<file path="config.mk">
export PLATFORM = sky130hd
export DESIGN_NAME = pipe_hazard_ctrl
export DESIGN_NICKNAME = d
export VERILOG_FILES = /design/src/rtl/pipe_pkg.sv /design/src/rtl/load_use_detect.sv /design/src/rtl/pipe_hazard_ctrl.sv
export SDC_FILE = /design/constraint.sdc
export NUM_CORES = 1
export LEC_CHECK = 0
export CAP_MARGIN = 0
export CORE_UTILIZATION = 40
export CTS_BUF_LIST = sky130_fd_sc_hd__clkbuf_2 sky130_fd_sc_hd__clkbuf_4 sky130_fd_sc_hd__clkbuf_8
export DETAILED_ROUTE_END_ITERATION = 8
export PLACE_DENSITY_LB_ADDON = 0.12
export SLEW_MARGIN = 20
export SYNTH_ARGS = -nofsm -noshare
export SYNTH_HDL_FRONTEND = slang
export SYNTH_SLANG_ARGS = --single-unit
</file>
<file path="constraint.sdc">
create_clock -name clk -period 1.7 [get_ports clk]
set_input_delay 0.255 -clock clk [delete_from_list [all_inputs] [get_ports clk]]
set_output_delay 0.255 -clock clk [all_outputs]
set_load 0.05 [all_outputs]
</file>
<file path="src/rtl/pipe_pkg.sv">
// rtl/pipe_pkg.sv - shared encodings for the pipeline hazard controller
//
// Purpose: next-PC source encodings, bus-error trap cause and the hazard
// sequencer state enum shared by pipe_hazard_ctrl and its testbench.
// Ports: none (package).
package pipe_pkg;

  localparam logic [1:0] PCSEL_SEQ  = 2'b00;  // PC+4
  localparam logic [1:0] PCSEL_BR   = 2'b01;  // branch/jump target
  localparam logic [1:0] PCSEL_TVEC = 2'b10;  // mtvec
  localparam logic [1:0] PCSEL_EPC  = 2'b11;  // mepc

  localparam logic [1:0] CAUSE_BUSERR = 2'b11;

  typedef enum logic [1:0] {
    ST_RUN      = 2'd0,
    ST_MEM_WAIT = 2'd1,
    ST_TRAP     = 2'd2
  } state_e;

endpackage

</file>
<file path="src/rtl/load_use_detect.sv">
// rtl/load_use_detect.sv - combinational load-use hazard comparator
//
// Purpose: flags when the load in EX writes a register that the instruction
// in ID actually reads, so the front of the pipe must hold for one cycle.
// Ports:
//   i_rs1_id, i_rs2_id       in  5  source registers of the instruction in ID
//   i_rs1_used, i_rs2_used   in  1  ID instruction really reads that source
//   i_rd_ex                  in  5  destination of the instruction in EX
//   i_mem_r_ex               in  1  instruction in EX is a load
//   o_load_use               out 1  hazard detected
module load_use_detect (
  input  logic [4:0] i_rs1_id,
  input  logic [4:0] i_rs2_id,
  input  logic       i_rs1_used,
  input  logic       i_rs2_used,
  input  logic [4:0] i_rd_ex,
  input  logic       i_mem_r_ex,
  output logic       o_load_use
);

  logic w_rs1_hit;
  logic w_rs2_hit;

  assign w_rs1_hit = i_rs1_used && (i_rs1_id == i_rd_ex);
  assign w_rs2_hit = i_rs2_used && (i_rs2_id == i_rd_ex);

  // x0 is never really written, so a load to x0 cannot create a hazard.
  assign o_load_use = i_mem_r_ex && (i_rd_ex != 5'd0) && (w_rs1_hit || w_rs2_hit);

endmodule

</file>
<file path="src/rtl/pipe_hazard_ctrl.sv">
// rtl/pipe_hazard_ctrl.sv - stall/flush sequencer for the 5-stage RV32I pipe
//
// Purpose: drives PC and pipeline-latch enables/flushes and the next-PC
// select; resolves load-use stalls, taken branches, trap/mret entry and
// data-memory wait states (with a watchdog that turns a hung access into a
// bus-error trap).
// Ports:
//   clk, rst_n                          clock, async active-low reset
//   rs1_ID, rs2_ID, rs1_used_ID,
//   rs2_used_ID, rd_EX, mem_r_EX        load-use inputs
//   branch_taken_EX                     taken branch/jump resolved in EX
//   exp_vector_EX, mret_EX              exception code / mret in EX
//   mem_req_MEM, mem_ack                data-memory handshake
//   PC_EN .. MEM_WB_EN                  latch enables
//   IF_ID_flush .. EX_MEM_flush         bubble insertion
//   pc_sel                              next-PC source
//   trap_take, trap_cause, mret_take    CSR-unit pulses
//   stalled                             high while waiting on data memory
module pipe_hazard_ctrl
  import pipe_pkg::*;
#(
  parameter int                WDOG_W   = 8,
  parameter logic [WDOG_W-1:0] WDOG_MAX = 8'd200
) (
  input  logic       clk,
  input  logic       rst_n,
  input  logic [4:0] rs1_ID,
  input  logic [4:0] rs2_ID,
  input  logic       rs1_used_ID,
  input  logic       rs2_used_ID,
  input  logic [4:0] rd_EX,
  input  logic       mem_r_EX,
  input  logic       branch_taken_EX,
  input  logic [1:0] exp_vector_EX,
  input  logic       mret_EX,
  input  logic       mem_req_MEM,
  input  logic       mem_ack,
  output logic       PC_EN,
  output logic       IF_ID_EN,
  output logic       ID_EX_EN,
  output logic       EX_MEM_EN,
  output logic       MEM_WB_EN,
  output logic       IF_ID_flush,
  output logic       ID_EX_flush,
  output logic       EX_MEM_flush,
  output logic [1:0] pc_sel,
  output logic       trap_take,
  output logic [1:0] trap_cause,
  output logic       mret_take,
  output logic       stalled
);

  localparam logic [WDOG_W-1:0] WDOG_ONE = {{(WDOG_W-1){1'b0}}, 1'b1};

  state_e            r_state;
  state_e            w_state_nxt;
  logic [WDOG_W-1:0] r_wdog;
  logic [1:0]        r_cause;
  logic              w_load_use;
  logic              w_wdog_done;

  load_use_detect u_load_use_detect (
    .i_rs1_id   (rs1_ID),
    .i_rs2_id   (rs2_ID),
    .i_rs1_used (rs1_used_ID),
    .i_rs2_used (rs2_used_ID),
    .i_rd_ex    (rd_EX),
    .i_mem_r_ex (mem_r_EX),
    .o_load_use (w_load_use)
  );

  assign w_wdog_done = (r_wdog == WDOG_MAX);

  always_ff @(posedge clk or negedge rst_n) begin
    if (!rst_n) begin
      r_state <= ST_RUN;
      r_wdog  <= '0;
      r_cause <= 2'b00;
    end else begin
      r_state <= w_state_nxt;
      if (r_state == ST_RUN && w_state_nxt == ST_MEM_WAIT) begin
        r_wdog  <= '0;
        // Pre-load the bus-error cause so the timeout cycle drives it from a flop.
        r_cause <= CAUSE_BUSERR;
      end else if (r_state == ST_RUN && w_state_nxt == ST_TRAP) begin
        r_cause <= exp_vector_EX;
      end else if (r_state == ST_MEM_WAIT && !w_wdog_done) begin
        r_wdog  <= r_wdog + WDOG_ONE;
      end
    end
  end

  always_comb begin
    w_state_nxt  = r_state;
    PC_EN        = 1'b1;
    IF_ID_EN     = 1'b1;
    ID_EX_EN     = 1'b1;
    EX_MEM_EN    = 1'b1;
    MEM_WB_EN    = 1'b1;
    IF_ID_flush  = 1'b0;
    ID_EX_flush  = 1'b0;
    EX_MEM_flush = 1'b0;
    pc_sel       = PCSEL_SEQ;
    trap_take    = 1'b0;
    trap_cause   = 2'b00;
    mret_take    = 1'b0;
    stalled      = 1'b0;

    // Outputs sit at their defaults while reset is asserted, whatever the inputs.
    if (rst_n) begin
      case (r_state)
        ST_RUN: begin
          if (mem_req_MEM && !mem_ack) begin
            // Freeze everything; hazards are re-evaluated once the pipe resumes.
            PC_EN       = 1'b0;
            IF_ID_EN    = 1'b0;
            ID_EX_EN    = 1'b0;
            EX_MEM_EN   = 1'b0;
            MEM_WB_EN   = 1'b0;
            w_state_nxt = ST_MEM_WAIT;
          end else if (exp_vector_EX != 2'b00) begin
            trap_take    = 1'b1;
            trap_cause   = exp_vector_EX;
            pc_sel       = PCSEL_TVEC;
            IF_ID_flush  = 1'b1;
            ID_EX_flush  = 1'b1;
            EX_MEM_flush = 1'b1;
            w_state_nxt  = ST_TRAP;
          end else if (mret_EX) begin
            mret_take    = 1'b1;
            pc_sel       = PCSEL_EPC;
            IF_ID_flush  = 1'b1;
            ID_EX_flush  = 1'b1;
            EX_MEM_flush = 1'b1;
            w_state_nxt  = ST_TRAP;
          end else if (branch_taken_EX) begin
            pc_sel      = PCSEL_BR;
            IF_ID_flush = 1'b1;
            ID_EX_flush = 1'b1;
          end else if (w_load_use) begin
            PC_EN       = 1'b0;
            IF_ID_EN    = 1'b0;
            ID_EX_flush = 1'b1;
          end
        end

        ST_MEM_WAIT: begin
          stalled = 1'b1;
          if (mem_ack) begin
            // Access retires this cycle; ack beats a coincident timeout.
            w_state_nxt = ST_RUN;
          end else if (w_wdog_done) begin
            // Redirect to mtvec, but keep the hung access out of write-back.
            trap_take    = 1'b1;
            trap_cause   = r_cause;
            pc_sel       = PCSEL_TVEC;
            IF_ID_flush  = 1'b1;
            ID_EX_flush  = 1'b1;
            EX_MEM_flush = 1'b1;
            MEM_WB_EN    = 1'b0;
            w_state_nxt  = ST_TRAP;
          end else begin
            PC_EN     = 1'b0;
            IF_ID_EN  = 1'b0;
            ID_EX_EN  = 1'b0;
            EX_MEM_EN = 1'b0;
            MEM_WB_EN = 1'b0;
          end
        end

        ST_TRAP: begin
          // Discard the instruction fetched before the redirect took effect.
          IF_ID_flush = 1'b1;
          w_state_nxt = ST_RUN;
        end

        default: begin
          w_state_nxt = ST_RUN;
        end
      endcase
    end
  end

endmodule

</file>
==> results.cfg, run 1 <==
[synth]
ys.flop_type = dfrtp_1
syn_area_per_cell_um2 = 8.401
synth_top_area_cell = dfrtp_1
yosysSeqAreaShare_pct = 30.04
synth-edff-count = 0
synthCells = 119
ys_ff_latch = 12
netlist_area_um2 = 999.7
ys_types = 41
syn_nets = 147
async_reset_ff_share_pct = 100.0
synth_warnings = 0
synth.top_cell.area_share_pct = 30.04
synth.area.top_cells = dfrtp_1 30%, xor2_1 8.8%, nor2_1 5.6%, or3_1 3.8%, xnor2_1 3.5%

[clocking]
clock_path_buffers = 2
clock_sinks = 12
h-tree-depth = 1
root_buffer = clkbuf_4
cts-buffers-inserted = 3

[global_routing]
grt.overflow.total = 2
antenna_found_initial = 1
grt_max_degree = 11
grtUsageTotal_pct = 64.39

[outcome]
haltStage = global routing (5_1_grt)
status = aborted with a tool error
firstError = [ERROR GRT-0232] Routing congestion too high. Check the congestion heatmap in the GUI.

[timing]
worstEndpointGrtRepair = trap_cause[0]
endpoint_type = output port

[placed_design]
post-dp-hpwl_um = 2483
routabilityCongestion = 0.8433
port_buffers = 40

[floorplanning]
die_w_um = 51.99
start_util_pct = 43.93
die_h_um = 51.99
ios = 41
rows = 17
[metrics by stage]
stage | setup slack [ns] | area (µm²) | hold slack (ns) | utilization (%) | cells
after detailed placement | -0.5206 | 1809 | 0.5519 | 79.49 | 210
after floorplan | -0.2091 | 1129 | -0.04059 | - | 119
after CTS | -0.4558 | 2064 | 0.1964 | 90.71 | 225
after global placement | -0.5124 | 1809 | 0.5296 | 79.49 | 210
[layer usage]
layer / overflow / global-route usage, %
met2: 0 / 87.61
met5: 0 / 0
met1: 0 / 64.31
met3: 0 / 34.80
met4: 2 / 73.42
[cell families after synthesis]
family / Yosys count / synth area share [%]
AND/OR/NAND/NOR: 53 / 31.54
AO/OA/AOI/OAI: 23 / 14.64
XOR/XNOR: 14 / 12.26
buffers and inverters: 12 / 6.006
flip-flops: 12 / 30.04
multiplexers: 3 / 3.004
adder cells (fa/ha/maj): 2 / 2.503
[Yosys cell counts (2+ instances only)]
library cell and n:
nand3_1 2, dfrtp_1 12, nor4_1 2, o21ai_1 3, ha_1 2, a21oi_1 6, or3_1 6, nand2b_1 3
xor2_1 10, mux2i_1 3, inv_1 4, nand2_1 6, nor2b_1 3, nor2_1 15, o21ai_0 4, buf_2 3
xnor2_1 4, buf_4 3, or4_1 2, a22oi_1 2, and4_1 2, nand3b_1 2, nor4b_2 2
[what timing repair did]
action                     in CTS
hold buffers                    0
pin swaps                      13
buffers inserted               11
setup endpoints to repair      15
gates cloned                    0
gates resized for setup        41
==> run 2: changes to the inputs <==
Settings changed: CORE_AREA set to 2 2 63 65, CORE_UTILIZATION 40 to unset, CTS_BUF_LIST sky130_fd_sc_hd__clkbuf_2 sky130_fd_sc_hd__clkbuf_4 sky130_fd_sc_hd__clkbuf_8 to unset, DIE_AREA set to 0 0 65 67, PLACE_DENSITY_LB_ADDON 0.12 to 0.15.
Clock period 1.7 ns to 2.2 ns, I/O delays scaled along.
==> results.cfg, run 2 <==
[pwr]
power.leakage_nw = 0.8810
power.total_mw = 1.593
peakVddDrop_v = 0.0005181
powerDensity_mw_per_mm2 = 832.8

[clocking]
h-tree-depth = 1
cts_tree = built
clk_pin_slew_ns = 0.06
clock_path_buffers = 2
cts-buffers-inserted = 3
root_buffer = clkbuf_8
ctsHoldBuffers = 0
clk_latency_ns = 0.25
clock_sinks = 12

[critical_path]
cp.required_ns = 1.87
critPathSlowestCell = dfrtp_1
cp_slowest_stage_delay_ns = 0.38
cp-start-kind = flop
crit_path_cell_trace = inv_2 > ha_4 > nand3b_1 > nor4b_2 > buf_4 > o21ai_2 > o41ai_2 > bufbuf_16
critPathCapture = ID_EX_flush
critical_path.reg2reg.endpoint = r_wdog[1]
startpoint = r_wdog[0]
cp-end-kind = output port
r2r-start = r_wdog[0]
reg2reg_slack_ns = 0.10
arrival_ns = 1.87
path_class = flop to output port
r2r_cells = 12
path_max_fanout = 4

[synth]
ys_ff_latch = 12
synth.top_cell.area_share_pct = 30.04
ys_types = 41
synth_top_area_cell = dfrtp_1
post-synth-top-count-cell = nor2_1
netlist_area_um2 = 999.7
synth.area.top_cells = dfrtp_1 30%, xor2_1 8.8%, nor2_1 5.6%, or3_1 3.8%, xnor2_1 3.5%
async_reset_ff_share_pct = 100.0
syn_nets = 147
synthCells = 119
synth_common_cells = 15 x nor2_1, 12 x dfrtp_1, 10 x xor2_1
yosysSeqAreaShare_pct = 30.04
synth_warnings = 0
syn_area_per_cell_um2 = 8.401
synth-edff-count = 0
ys.flop_type = dfrtp_1

[global_routing]
antenna_found_initial = 0
grtUsageTotal_pct = 16.00
grt.overflow.total = 0
grt_pass1_wl_um = 5326
grt_pass1_vias = 1161
grt_max_degree = 19

[floorplanning]
start_util_pct = 27.72
core_mm2 = 0.003606
die_h_um = 67
die_w_um = 65
ios = 41
die_area_mm2 = 0.004355
rows = 22

[timing]
worst_pin_slew_ns = 0.4287
fin_crit_ns = 2.197
slew_headroom_pct = 71.42
hold_viol = 0
post-route-period-util_pct = 99.87
timing.hold.ws_ns = 0.5626
setup_viol = 0
tns_ns = 0
rsz0062_at_grt = yes
finClkSkew_ns = 0.004003
slew_viol_final = 0
fmax_ghz = 0.4552
fin_ws_ns = 0.002969

[route]
wl_per_cell_um = 14.54
postRouteAntennaNets = 0
vias_per_cell = 4.970
via_count = 1163
drt_iter0_markers = 27
drcViolationCount = 0
drt-total-wl_um = 3402
first_pass_iters = 4

[cells_and_area]
utilization_pct = 53.05
layout_commonest_cell = buf_4
n_antenna_cell = 0
syn_to_final_growth_pct = 91.36
fillers = 320
layout_common_cells = 34 x buf_4, 13 x nor2_1, 10 x xor2_1, 10 x dlygate4sd2_1, 10 x dfrtp_1
top_regs = r_wdog: 8 flops, r_cause: 2 flops, r_state: 2 flops
fin_cells = 234
postLayoutCellArea_mm2 = 0.001913
drive_above_1_share_pct = 40.86
largest_reg_flops = 8
finalNetCount = 215
regMostFlops = r_wdog

[placed_design]
dp_worst_setup_slack_ns = -0.2019
post-dp-hpwl_um = 2478
place_area_mm2 = 0.001655
routabilityCongestion = 0.8055
dp.cells = 219
port_buffers = 40

[outcome]
status = finished, final reports clean

[hold_path]
hp-class = input pin to asynchronous set/reset pin

[job]
cap_violations = 0
run 2: cell counts after synthesis:
No cell type changed its count.
run 2: worst min-delay path by stage:
stage	from	endpoint	slack, ns	cells after the start
final	rst_n	r_state[1]	0.56	3
after global routing	rst_n	r_state[1]	0.60	3
after CTS	rst_n	r_state[1]	0.57	3
after detailed placement	r_cause[0]	r_cause[0]	0.56	2
after global placement	r_cause[1]	r_cause[1]	0.53	2
after floorplan	rst_n	r_cause[0]	0.03	0
run 2: layout make-up:
class | count | area [µm²] | share of cell area [%]
flip-flops and latches | 12 | 302.8 | 15.83
inverters | 5 | 18.77 | 0.9810
repair buffers | 70 | 725.7 | 37.93
clock buffers | 4 | 55.05 | 2.878
multi-input cells | 95 | 750.7 | 39.24
well taps | 48 | 60.06 | 3.139
run 2: cells by family (layout without fill, tap and decap cells):
| kind of cell | count (synthesis) | after routing | share of synthesized area (%) |
|---|---|---|---|
| adders and majority gates | 2 | 2 | 2.503 |
| muxes | 3 | 3 | 3.004 |
| buffers and inverters | 12 | 79 | 6.006 |
| DFF | 12 | 12 | 30.04 |
| xor gates and xnor gates | 14 | 14 | 12.26 |
| and+or+nand+nor | 53 | 53 | 31.54 |
| AOI/OAI and AO/OA | 23 | 23 | 14.64 |
run 2: routing by layer:
layer | track usage (%) | part of all wire, % | vias up | wire length (µm)
li1 | - | - | 560 | -
met1 | 18.83 | 41 | 546 | 1387
met2 | 27.84 | 49 | 48 | 1674
met3 | 3.547 | 7.8 | 9 | 266
met4 | 6.915 | 2.1 | 0 | 73
met5 | 0 | 0 | - | 0
run 2: report_power, final:
part,switching (mW),internal [mW],total (mW)
Combinational,0.466,0.486,0.952
Sequential,0.0991,0.291,0.390
Clock,0.0923,0.159,0.251
run 2: critical path: cells and delay by family, from the launching register on:
family / cells / cell delay (ns)
AND/OR/NAND/NOR: 2 / 0.40
buffers and inverters: 3 / 0.59
flip-flops: 1 / 0.38
adder cells (fa/ha/maj): 1 / 0.14
AO/OA/AOI/OAI: 2 / 0.11
run 2: repair_timing:
item | 4_1_cts | 5_1_grt
setup endpoints to repair | 11 | 10
gates resized for setup | 37 | 16
buffers inserted | 10 | 2
endpoints found under the hold margin | 0 | 0
pin swaps | 9 | 10
Power figures use the tool's default switching activity.
